File: src/rtl/key_entry_accumulator.sv
// Scan-code set 2 keypad entry: decodes make/break/extended byte sequences into a
// shift-in digit entry with backspace, clear and Enter-to-commit for the 7-segment path.
//
// state       | meaning
// S_IDLE      | waiting for a make code or a prefix byte
// S_BREAK     | F0 seen; next byte is a release code and is dropped
// S_EXT       | E0 seen; only keypad Enter (5A) acts
// S_EXT_BREAK | E0 F0 seen; next byte is an extended release and is dropped
module key_entry_accumulator #(
  parameter int DIGITS        = 4,
  parameter bit HEX_EN        = 1'b0,
  parameter bit CLR_ON_COMMIT = 1'b1
) (
  input  logic                         clk,
  input  logic                         reset,
  input  logic [7:0]                   code,
  input  logic                         code_valid,
  output logic [4*DIGITS-1:0]          entry,
  output logic [$clog2(DIGITS+1)-1:0]  count,
  output logic [4*DIGITS-1:0]          value,
  output logic                         commit,
  output logic                         overflow
);

  localparam int CW = $clog2(DIGITS+1);
  localparam logic [CW-1:0] FULL = CW'(DIGITS);

  localparam logic [7:0] KEY_BREAK = 8'hF0;
  localparam logic [7:0] KEY_EXT   = 8'hE0;
  localparam logic [7:0] KEY_ENTER = 8'h5A;
  localparam logic [7:0] KEY_BKSP  = 8'h66;
  localparam logic [7:0] KEY_ESC   = 8'h76;

  typedef enum logic [1:0] {S_IDLE, S_BREAK, S_EXT, S_EXT_BREAK} state_t;
  state_t state;

  logic                  is_digit;
  logic [3:0]            digit;
  logic                  act_digit, act_bksp, act_esc, act_enter;
  logic [4*DIGITS+3:0]   shifted;

  assign shifted = {entry, digit};

  always_comb begin
    is_digit = 1'b1;
    digit    = 4'h0;
    case (code)
      8'h45, 8'h70: digit = 4'h0;
      8'h16, 8'h69: digit = 4'h1;
      8'h1E, 8'h72: digit = 4'h2;
      8'h26, 8'h7A: digit = 4'h3;
      8'h25, 8'h6B: digit = 4'h4;
      8'h2E, 8'h73: digit = 4'h5;
      8'h36, 8'h74: digit = 4'h6;
      8'h3D, 8'h6C: digit = 4'h7;
      8'h3E, 8'h75: digit = 4'h8;
      8'h46, 8'h7D: digit = 4'h9;
      8'h1C: begin digit = 4'hA; is_digit = HEX_EN; end
      8'h32: begin digit = 4'hB; is_digit = HEX_EN; end
      8'h21: begin digit = 4'hC; is_digit = HEX_EN; end
      8'h23: begin digit = 4'hD; is_digit = HEX_EN; end
      8'h24: begin digit = 4'hE; is_digit = HEX_EN; end
      8'h2B: begin digit = 4'hF; is_digit = HEX_EN; end
      default: is_digit = 1'b0;
    endcase
  end

  // Enter is accepted both bare (main keyboard) and after E0 (keypad)
  always_comb begin
    act_digit = code_valid && (state == S_IDLE) && is_digit;
    act_bksp  = code_valid && (state == S_IDLE) && (code == KEY_BKSP);
    act_esc   = code_valid && (state == S_IDLE) && (code == KEY_ESC);
    act_enter = code_valid && ((state == S_IDLE) || (state == S_EXT)) && (code == KEY_ENTER);
  end

  always_ff @(posedge clk) begin
    if (reset) begin
      state    <= S_IDLE;
      entry    <= '0;
      count    <= '0;
      value    <= '0;
      commit   <= 1'b0;
      overflow <= 1'b0;
    end else begin
      commit <= 1'b0;

      if (code_valid) begin
        unique case (state)
          S_IDLE: begin
            if (code == KEY_BREAK)    state <= S_BREAK;
            else if (code == KEY_EXT) state <= S_EXT;
          end
          S_BREAK:     state <= S_IDLE;
          S_EXT:       state <= (code == KEY_BREAK) ? S_EXT_BREAK : S_IDLE;
          S_EXT_BREAK: state <= S_IDLE;
        endcase
      end

      if (act_digit) begin
        if (count < FULL) begin
          entry <= shifted[4*DIGITS-1:0];
          count <= count + CW'(1);
        end else begin
          overflow <= 1'b1;
        end
      end

      if (act_bksp && (count != '0)) begin
        entry <= entry >> 4;
        count <= count - CW'(1);
      end

      if (act_esc) begin
        entry    <= '0;
        count    <= '0;
        overflow <= 1'b0;
      end

      if (act_enter) begin
        value    <= entry;
        commit   <= 1'b1;
        overflow <= 1'b0;
        if (CLR_ON_COMMIT) begin
          entry <= '0;
          count <= '0;
        end
      end
    end
  end

endmodule

File: config.mk
export PLATFORM = sky130hd
export DESIGN_NAME = key_entry_accumulator
export DESIGN_NICKNAME = d
export VERILOG_FILES = /design/src/rtl/key_entry_accumulator.sv
export SDC_FILE = /design/constraint.sdc
export NUM_CORES = 1
export LEC_CHECK = 0
export CAP_MARGIN = 40
export CORE_AREA = 2 2 81 83
export CTS_BUF_LIST = sky130_fd_sc_hd__clkbuf_4 sky130_fd_sc_hd__clkbuf_8
export CTS_CLUSTER_DIAMETER = 80
export DETAILED_ROUTE_END_ITERATION = 6
export DIE_AREA = 0 0 83 85
export PLACE_DENSITY = 0.65
export SETUP_SLACK_MARGIN = 0.5
export SLEW_MARGIN = 0
export SYNTH_ARGS = -nofsm -noshare
export SYNTH_HDL_FRONTEND = slang
export SYNTH_SLANG_ARGS = --single-unit
File: constraint.sdc
create_clock -name clk -period 2.6 [get_ports clk]
set_clock_uncertainty 0.1 [all_clocks]
set_input_delay 0.52 -clock clk [delete_from_list [all_inputs] [get_ports clk]]
set_output_delay 0.52 -clock clk [all_outputs]
set_load 0.02 [all_outputs]
## Yosys cells after proc, flatten, opt, wreduce, memory -nomap -nowiden

Cells that the tools add are included.

- $add $sub $neg: 2
- $lt $le $gt $ge: 1
- Equal/unequal tests: 35
- Multiplexer cells: 13
- Bitwise logic cells: 1
- Reduce and logical (&&, ||, !) cells: 29

Operator list:

| kind | count |
|---|---|
| $eq 8x7->1 const B | 15 |
| $eq 8x6->1 const B | 11 |
| $pmux 4 s15 | 1 |
| $mux 12 | 3 |
| $eq 8x5->1 const B | 3 |
| $reduce_or 2->1 | 10 |
| $reduce_or 20->1 | 1 |
| $eq 8x8->1 const B | 2 |
| $mux 3 | 3 |
| $reduce_and 2->1 | 4 |
| $logic_and 1x1->1 | 7 |
| $mux 2 | 3 |
| $pmux 2 s3 | 1 |
| $eq 2x2->1 const B | 2 |
| $reduce_bool 2->1 | 2 |
| $reduce_or 4->1 | 1 |
| $add 3x1->3 const B | 1 |
| $lt 3x3->1 const B | 1 |
| $ne 3x1->1 const B | 1 |
| $reduce_bool 3->1 | 1 |
| $reduce_or 3->1 | 1 |
| $sub 3x1->3 const B | 1 |
| $eq 2x1->1 const B | 1 |
| $logic_not 2->1 | 1 |
| 3 further kinds | 4 |

- Register bits: 39
- Output and inout bits: 37
- Logic and storage cells: 88

## Logic depth before layout (Yosys ltp)

Gate-level depths: netlist of the first run.

- Word-level depth: 6
- Depth in mapped cells: 10

## Least setup slack after synthesis of the first run

No wires, ideal clock.

- Path kind: input to register
- Start: input port code[3]
- End: register count[2]
- Setup time: 118 ps
- Data arrival time: 2326 ps
- Required time: 2382 ps
- Slack: 55 ps
- Stages on the path: 10
- Buffers on the path: 3
- Path through: buf_4 nor2b_1 nand2_1 nor4_1 inv_1 ha_1 a311o_1 buf_6 buf_12 mux2i_1

- Cells in the longest elaborated chain, start to end: 6
- Elaborated cells on any way between the ends: 35

Ends and longest elaborated chain:

| item | RTL line | source |
|---|---|---|
| from (decl) | 16 | `input logic [7:0] code,` |
| $eq 8x7->1 (tied with other cells) | 47 | `case (code)` |
| $reduce_or 20->1 (no line) | -- |  |
| $mux 1 | 47 |  |
| $logic_and 1x1->1 | 70 | `act_digit = code_valid && (state == S_IDLE) && is_digit;` |
| $reduce_bool 2->1 (no line) | -- |  |
| $reduce_and 2->1 (no line) | -- |  |
| to (signal assigned) | 102 | `count <= count + CW'(1);` |
| to (signal assigned) | 110 | `count <= count - CW'(1);` |
| to (decl) | 19 | `output logic [$clog2(DIGITS+1)-1:0] count,` |

Several ways; a longest one is shown, not always the timed one.
A chain may end at the register's enable or synchronous reset.

## Worst setup path in the final report of the first run

- Start: input port code[3]
- End: register count[1]

The elaborated chain is that of the path after synthesis.

==> run_summary.xml, run 1 <==
<?xml version="1.0" encoding="UTF-8"?>
<metrics>
  <group name="status">
    <metric name="outcome" unit="">finished, final reports clean</metric>
  </group>
  <group name="setup_path">
    <metric name="crit_arrival" unit="ns">2.32</metric>
    <metric name="critical_path.max_stage_delay" unit="ns">0.54</metric>
    <metric name="crit_path_end" unit="">count[1]</metric>
    <metric name="nature_of_the_critical_path_startpoint" unit="">primary input</metric>
    <metric name="critical_path_cell_count" unit="">8</metric>
    <metric name="r2r_cells" unit="">7</metric>
    <metric name="cpLargestDelayFamily" unit="">compound AO/OA/AOI/OAI gates</metric>
    <metric name="cp-startpoint" unit="">code[3]</metric>
    <metric name="worstPathMaxFanout" unit="">7</metric>
    <metric name="endpoint_kind" unit="">flip-flop</metric>
    <metric name="worstPathBufferInverterCount" unit="">3</metric>
    <metric name="worstPathCellList" unit="">buf_6 -&gt; buf_6 -&gt; or4b_1 -&gt; o211ai_1 -&gt; nor3_2 -&gt; a311o_2 -&gt; clkbuf_16 -&gt; mux2i_1</metric>
    <metric name="cp_slowest_cell" unit="">or4b_1</metric>
    <metric name="critical-path-top-cell-by-count" unit="">buf_6</metric>
    <metric name="critical_path.reg2reg.startpoint" unit="">state[0]</metric>
    <metric name="crit-reg2reg-capture" unit="">count[1]</metric>
    <metric name="worstPathRequired" unit="ns">2.68</metric>
    <metric name="r2r_slack" unit="ns">0.47</metric>
    <metric name="criticalPathCategory" unit="">primary input to flip-flop</metric>
  </group>
  <group name="placed_design">
    <metric name="dp.final_hpwl" unit="mm">4.87</metric>
    <metric name="post-place-ws" unit="ns">-0.297</metric>
    <metric name="detailed_place.area" unit="sq mm">0.00327</metric>
    <metric name="placement.io_buffers" unit="">47</metric>
    <metric name="gpl.final_weighted_congestion" unit="">0.889</metric>
  </group>
  <group name="cts">
    <metric name="hold_buffers" unit="">0</metric>
    <metric name="clk_pin_slew" unit="ns">0.07</metric>
    <metric name="cts_root_buffer" unit="">clkbuf_8</metric>
    <metric name="clk-insertion-delay-late" unit="ns">0.29</metric>
    <metric name="cts_inserted_buffers" unit="">5</metric>
    <metric name="cts_tree" unit="">built</metric>
    <metric name="numClockSinks" unit="">39</metric>
    <metric name="htree_num_levels" unit="">2</metric>
    <metric name="clock_tree.buffer_depth" unit="">2</metric>
  </group>
  <group name="worst_hold_path">
    <metric name="holdCritPathClass" unit="">flip-flop to flip-flop</metric>
  </group>
  <group name="synthesis">
    <metric name="postSynth.asyncResetShare" unit="">0</metric>
    <metric name="synth_enable_flop_cells" unit="">0</metric>
    <metric name="synthTopCellsByCount" unit="">nand2_1 (75), dfxtp_1 (39), a21oi_1 (25)</metric>
    <metric name="synth_simple_gate_area_share" unit="">0.293</metric>
    <metric name="synthMostInstantiatedCell" unit="">nand2_1</metric>
    <metric name="synth_compound_area_frac" unit="">0.169</metric>
    <metric name="synth_top_area_frac" unit="">0.327</metric>
    <metric name="post_synth_design_cell_area" unit="sq mm">0.00239</metric>
    <metric name="share_of_cell_area_taken_by_muxes_after_synthesis" unit="">0.117</metric>
    <metric name="combinational_family_with_the_most_area_after_synthesis" unit="">simple AND/OR/NAND/NOR gates</metric>
    <metric name="synth_cells" unit="">285</metric>
    <metric name="synth_adder_area_share" unit="">0.0136</metric>
    <metric name="synth_xor_xnor_area_share" unit="">0.0110</metric>
    <metric name="synth_top_flop_cell" unit="">dfxtp_1</metric>
    <metric name="synth_sequential_area_ratio" unit="">0.327</metric>
    <metric name="yosys.cell_types.count" unit="">62</metric>
    <metric name="synth_area_leader_cell" unit="">dfxtp_1</metric>
    <metric name="synth_seq_cells" unit="">39</metric>
    <metric name="synth.net_count" unit="">298</metric>
    <metric name="synth-warning-count" unit="">0</metric>
    <metric name="syn_area_per_cell" unit="sq um">8.39</metric>
    <metric name="dominant_cells_by_area_after_synthesis" unit="">dfxtp_1 (33%), nand2_1 (12%), mux2i_1 (8.0%)</metric>
  </group>
  <group name="grt">
    <metric name="globalRoute.totalOverflow" unit="">0</metric>
    <metric name="grt_pass1_wl" unit="mm">11.6</metric>
    <metric name="antenna_found_initial" unit="">0</metric>
    <metric name="grt_busiest_layer" unit="">met2</metric>
    <metric name="pin_count_of_the_biggest_net_entering_global_routing" unit="">20</metric>
    <metric name="globalRouteTotalUtil" unit="">0.196</metric>
    <metric name="first_global_vias" unit="">2425</metric>
    <metric name="globalRouteMet2Util" unit="">0.342</metric>
    <metric name="gr-usage-met1" unit="">0.255</metric>
    <metric name="globalRouteMet3Util" unit="">0.0379</metric>
  </group>
  <group name="final_layout">
    <metric name="finish.instance_area" unit="sq mm">0.00359</metric>
    <metric name="antenna_cells" unit="">0</metric>
    <metric name="final_core_util" unit="">0.578</metric>
    <metric name="flow.area_growth_from_synthesis" unit="%">50.2</metric>
    <metric name="drive_gt1_frac" unit="">0.315</metric>
    <metric name="number_of_nets_in_the_final_layout" unit="">399</metric>
  </group>
  <group name="timing">
    <metric name="grt_setup_unrepaired" unit="">true</metric>
    <metric name="timing.final.crit_share" unit="">0.860</metric>
    <metric name="final-setup-viol-count" unit="">0</metric>
    <metric name="layout_setup_ws" unit="ns">0.365</metric>
    <metric name="report.final.hold_viol_count" unit="">0</metric>
    <metric name="period_needed" unit="ns">2.24</metric>
    <metric name="slew_viol_final" unit="">0</metric>
    <metric name="fmax" unit="MHz">447</metric>
    <metric name="timing.slew.headroom" unit="">0.725</metric>
    <metric name="worstMarginPinSlew" unit="ns">0.408</metric>
  </group>
  <group name="power_and_ir_drop">
    <metric name="fin_total_pwr" unit="W">0.00132</metric>
    <metric name="power_density" unit="mW/mm^2">367</metric>
    <metric name="power.leakage" unit="nW">1.45</metric>
    <metric name="vdd.ir_drop.worst" unit="V">0.000361</metric>
  </group>
  <group name="detailed_routing">
    <metric name="drt.antenna.violating_nets" unit="">0</metric>
    <metric name="total_wire_length_after_detailed_routing" unit="mm">6.90</metric>
    <metric name="detail_route.wl_per_cell" unit="microns">14.9</metric>
    <metric name="remaining_drc_errors" unit="">0</metric>
    <metric name="drt_first_iter_violations" unit="">151</metric>
    <metric name="first_pass_iters" unit="">4</metric>
    <metric name="drt-vias-per-instance" unit="">5.24</metric>
    <metric name="route.vias.total" unit="">2433</metric>
  </group>
  <group name="floorplan">
    <metric name="start_util" unit="">0.385</metric>
    <metric name="area_of_the_die" unit="sq mm">0.00706</metric>
    <metric name="die_h" unit="microns">85</metric>
    <metric name="fp.dieW" unit="microns">83</metric>
    <metric name="core-area" unit="sq mm">0.00620</metric>
    <metric name="floorplan.io_pins" unit="">48</metric>
    <metric name="std_cell_rows" unit="">29</metric>
  </group>
  <group name="job">
    <metric name="drv.max_cap_violation_count" unit="">0</metric>
  </group>
</metrics>
[registers in the layout, indices dropped and copies added (netlist names)]
| register | cells |
|---|---|
| entry | 16 |
| value | 16 |
| overflow | 1 |
| commit | 1 |
| state | 2 |
| count | 3 |
[cell families (layout without fill, tap and decap cells)]
group / count (synthesis) / after routing
AO/OA/AOI/OAI: 57 / 57
XOR/XNOR: 3 / 3
adder cells (fa/ha/maj): 2 / 2
buffers and inverters: 27 / 129
flip-flops: 39 / 39
multiplexers: 27 / 27
AND/OR/NAND/NOR: 130 / 130
[power by group]
group	switching [W]	internal (W)
registers	0.00000152	0.000598
clock network	0.000216	0.000286
logic	0.000106	0.000109
total	0.000323	0.000992
[worst min-delay path by stage]
stage          endpoint  depth (start not counted)  slack, ns  startpoint
6_report       value[1]                          2       0.35    value[1]
3_5_place_dp   value[8]                          2       0.35    value[8]
3_3_place_gp   value[3]                          2       0.34    value[3]
2_1_floorplan  state[0]                          2       0.39    state[0]
4_1_cts        value[8]                          2       0.36    value[8]
5_1_grt        value[8]                          2       0.37    value[8]
[what timing repair did]
action | in CTS | in global routing
endpoints found under the setup margin | 38 | 36
buffers inserted | 8 | 2
pin swaps | 11 | 8
cloned | 3 | 0
gates resized for setup | 57 | 6
[tightest hold or removal path, stage by stage, from the launching register on]
cell and delay (ns):
dfxtp_1 0.31, nand2_1 0.05, a21oi_1 0.05
[per-layer routing]
| layer | up-vias | part of all wire |
|---|---|---|
| li1 | 1212 | - |
| met1 | 1166 | 0.47 |
| met2 | 52 | 0.49 |
| met3 | 3 | 0.038 |
| met4 | 0 | 0.0028 |
| met5 | - | 0 |
[cell usage in the layout, fill, tap and decap left out, types with 2 or more instances in the layout]
cell              n
a21o_1            2
a21oi_1          24
a21oi_2           2
and2_1            2
and4bb_2          2
buf_2             5
buf_4            59
buf_6             8
clkbuf_8          5
clkdlybuf4s50_1  38
dfxtp_1          39
inv_1             5
mux2_2            8
mux2i_1          19
nand2_1          73
nand2_2           2
nand2b_1          6
nand3_1           2
nand4_1           3
nor2_1            7
nor2b_1           2
nor3_1            5
nor3b_1           2
nor4b_2           2
o211ai_1          3
o21a_1            2
o21ai_0           3
o31ai_1           3
or3b_1            2
or4bb_1           2
xor2_1            2
[metrics by stage]
stage | setup TNS (ns) | std cells | hold WS, ns
after global placement | -5.43 | 443 | 0.342
after CTS | 0 | 462 | 0.359
after global routing | 0 | 464 | 0.374
after detailed placement | -5.30 | 443 | 0.348
final | 0 | 464 | 0.355
after floorplan | 0 | 285 | 0.386
[cell type report]
| cell class | count | area (sq um) |
|---|---|---|
| Inverter | 5 | 18.8 |
| Clock inverter | 3 | 43.8 |
| Timing Repair Buffer | 116 | 1030 |
| Multi-Input combinational cell | 219 | 1550 |
| Fill cell | 556 | 2620 |
| Sequential cell | 39 | 781 |
| Tap cell | 77 | 96.3 |
| Clock buffer | 5 | 68.8 |
(Power assumes the default switching activity.)
==> inputs of run 2 (changes only) <==
Settings changed: SLEW_MARGIN 0 to unset.
==> results of run 2 <==
Final layout, timing and power as in run 1 (identical DEF).
==> inputs of run 3 (changes only) <==
Settings changed: CORE_AREA 2 2 81 83 to 2 2 74 76, DIE_AREA 0 0 83 85 to 0 0 76 78, PLACE_DENSITY 0.65 to 0.76.
==> run 3 against run 2 <==
Non-clock buffer count unchanged. First-iteration DRC count grew 56%. Combinational power increased by 6%. Global-route usage grew 3.2 points. Hold slack hardly changed. Cell count is 1.5% lower. Clock power down 19%. Sequential share of layout area decreased by 0.24 points. Wire length is 3.6% higher. Maximum frequency up 0.60%. Cell area grew 1.3%. Largest cell class unchanged.
==> run_summary.xml, run 3 (same netlist as run 1, synthesis figures left out) <==
<?xml version="1.0" encoding="UTF-8"?>
<metrics>
  <group name="status">
    <metric name="outcome" unit="">finished, final reports clean</metric>
  </group>
  <group name="floorplan">
    <metric name="core-area" unit="sq mm">0.00504</metric>
    <metric name="fp.dieW" unit="microns">76</metric>
    <metric name="start_util" unit="">0.474</metric>
    <metric name="area_of_the_die" unit="sq mm">0.00593</metric>
    <metric name="die_h" unit="microns">78</metric>
    <metric name="std_cell_rows" unit="">26</metric>
    <metric name="floorplan.io_pins" unit="">48</metric>
  </group>
  <group name="setup_path">
    <metric name="crit_arrival" unit="ns">2.34</metric>
    <metric name="critical-path-top-cell-by-count" unit="">buf_4</metric>
    <metric name="nature_of_the_critical_path_startpoint" unit="">primary input</metric>
    <metric name="endpoint_kind" unit="">flip-flop</metric>
    <metric name="r2r_cells" unit="">8</metric>
    <metric name="cp_slowest_cell" unit="">or4b_2</metric>
    <metric name="r2r_slack" unit="ns">0.52</metric>
    <metric name="criticalPathCategory" unit="">primary input to flip-flop</metric>
    <metric name="worstPathRequired" unit="ns">2.72</metric>
    <metric name="crit-reg2reg-capture" unit="">entry[3]</metric>
    <metric name="worstPathCellList" unit="">buf_8 -&gt; buf_4 -&gt; buf_4 -&gt; or4b_2 -&gt; o21ai_0 -&gt; a21o_1 -&gt; a221o_1 -&gt; nand2_1 -&gt; mux2i_2</metric>
    <metric name="worstPathMaxFanout" unit="">7</metric>
    <metric name="critical_path.reg2reg.startpoint" unit="">state[1]</metric>
    <metric name="critical_path.max_stage_delay" unit="ns">0.68</metric>
  </group>
  <group name="cts">
    <metric name="cts_tree" unit="">built</metric>
    <metric name="clk-insertion-delay-late" unit="ns">0.29</metric>
    <metric name="clk_pin_slew" unit="ns">0.07</metric>
    <metric name="numClockSinks" unit="">39</metric>
    <metric name="cts_inserted_buffers" unit="">5</metric>
    <metric name="cts_root_buffer" unit="">clkbuf_8</metric>
    <metric name="clock_tree.buffer_depth" unit="">2</metric>
    <metric name="htree_num_levels" unit="">2</metric>
  </group>
  <group name="power_and_ir_drop">
    <metric name="vdd.ir_drop.worst" unit="V">0.000362</metric>
    <metric name="power_density" unit="mW/mm^2">339</metric>
    <metric name="power.leakage" unit="nW">1.44</metric>
  </group>
  <group name="grt">
    <metric name="pin_count_of_the_biggest_net_entering_global_routing" unit="">20</metric>
    <metric name="globalRoute.totalOverflow" unit="">0</metric>
    <metric name="globalRouteTotalUtil" unit="">0.228</metric>
    <metric name="grt_pass1_wl" unit="mm">11.0</metric>
    <metric name="antenna_found_initial" unit="">0</metric>
    <metric name="first_global_vias" unit="">2374</metric>
  </group>
  <group name="final_layout">
    <metric name="finish.instance_area" unit="sq mm">0.00363</metric>
    <metric name="layout.cells.most_common" unit="">nand2_1</metric>
    <metric name="antenna_cells" unit="">0</metric>
    <metric name="mostFrequentLayoutCells" unit="">nand2_1 (73), buf_4 (56), dfxtp_1 (38), clkdlybuf4s50_1 (38), a21oi_1 (24)</metric>
    <metric name="number_of_nets_in_the_final_layout" unit="">399</metric>
    <metric name="flow.area_growth_from_synthesis" unit="%">52.1</metric>
    <metric name="drive_gt1_frac" unit="">0.344</metric>
    <metric name="largestRegisters" unit="">entry: 16 flops, value: 16 flops, count: 3 flops</metric>
    <metric name="final_cells" unit="">457</metric>
  </group>
  <group name="worst_hold_path">
    <metric name="min_from" unit="">value[1]</metric>
    <metric name="holdCritPathClass" unit="">flip-flop to flip-flop</metric>
    <metric name="min_path_cells" unit="">2</metric>
    <metric name="min_to" unit="">value[1]</metric>
  </group>
  <group name="job">
    <metric name="drv.max_cap_violation_count" unit="">0</metric>
  </group>
  <group name="timing">
    <metric name="worstMarginPinSlew" unit="ns">0.470</metric>
    <metric name="grt_setup_unrepaired" unit="">true</metric>
    <metric name="timing.slew.headroom" unit="">0.682</metric>
    <metric name="fmax" unit="MHz">450</metric>
    <metric name="period_needed" unit="ns">2.22</metric>
    <metric name="timing.hold.ws" unit="ns">0.355</metric>
    <metric name="timing.final.crit_share" unit="">0.855</metric>
    <metric name="slew_viol_final" unit="">0</metric>
    <metric name="report.final.hold_viol_count" unit="">0</metric>
    <metric name="layout_setup_ws" unit="ns">0.378</metric>
    <metric name="final-setup-viol-count" unit="">0</metric>
  </group>
  <group name="detailed_routing">
    <metric name="drt-vias-per-instance" unit="">5.61</metric>
    <metric name="drt_first_iter_violations" unit="">235</metric>
    <metric name="first_pass_iters" unit="">5</metric>
    <metric name="drt.antenna.violating_nets" unit="">0</metric>
    <metric name="detail_route.wl_per_cell" unit="microns">15.6</metric>
    <metric name="remaining_drc_errors" unit="">0</metric>
    <metric name="route.vias.total" unit="">2563</metric>
    <metric name="total_wire_length_after_detailed_routing" unit="mm">7.15</metric>
  </group>
  <group name="placed_design">
    <metric name="gpl.final_weighted_congestion" unit="">0.964</metric>
    <metric name="placement.io_buffers" unit="">47</metric>
    <metric name="post-place-ws" unit="ns">-0.301</metric>
    <metric name="detailed_place.area" unit="sq mm">0.00325</metric>
    <metric name="dp.final_hpwl" unit="mm">4.80</metric>
    <metric name="numPlacedInstances" unit="">435</metric>
  </group>
</metrics>
## run 3: cell count changes in the layout (fill, tap and decap cells not counted), sizes merged
cell	before	now
dlygate4sd2	1	0
clkinv	2	1
bufinv	1	0
buf	74	76
clkdlybuf4s15	2	1
clkinvlp	0	1
clkbuf	6	7
## run 3: metrics by stage
step,utilization,setup TNS (ns),power (W)
2_1_floorplan,-,0,0.000713
3_3_place_gp,0.645,-3.74,0.000790
3_5_place_dp,0.645,-5.23,0.000793
4_1_cts,0.695,0,0.00121
5_1_grt,0.721,0,0.00128
6_report,0.721,0,0.00123
## run 3: repair_timing
action | in CTS | in global routing
endpoints found under the setup margin | 36 | 19
resized for setup | 70 | 20
cloned | 1 | 1
hold buffers | 0 | 0
pin swaps | 14 | 13
buffers inserted | 7 | 5
## run 3: worst max path at each step
stage	startpoint	endpoint	slack, ns	depth (start not counted)
2_1_floorplan	code[0]	count[2]	0.28	8
3_3_place_gp	code[5]	entry[3]	-0.25	8
3_5_place_dp	code[1]	entry[12]	-0.30	10
4_1_cts	code[7]	entry[9]	0.45	8
5_1_grt	code[4]	entry[3]	0.36	9
6_report	code[0]	entry[3]	0.38	9
## run 3: critical path: cells and delay by family
family,cells,cell delay (ns)
and+or+nand+nor,2,0.75
AOI/OAI and AO/OA,3,0.51
buffers and inverters,3,0.41
muxes,1,0.15
## run 3: where the power goes
part	switching [W]	leakage, nW	internal (W)	total, W
registers	0.00000141	0.315	0.000598	0.000599
clock network	0.000208	0.0446	0.000198	0.000406
logic	0.000111	1.08	0.000117	0.000228
## run 3: metal layers
metal	part of all wire	vias up	wire, microns	GRT usage
met5	0	-	0	0
met4	0.016	0	112	0.0636
met1	0.43	1216	3050	0.283
li1	-	1224	-	-
met3	0.059	16	420	0.0419
met2	0.50	107	3570	0.406
## run 3: final cells by class
cell class                 count  area (sq um)
sequential                    39           782
clock inverter                 2          12.5
tap                           70          87.6
multi-input combinational    219          1600
inverter                       5          18.8
fill                         364          1410
clock buffer                   6          76.3
timing repair buffer         116          1050
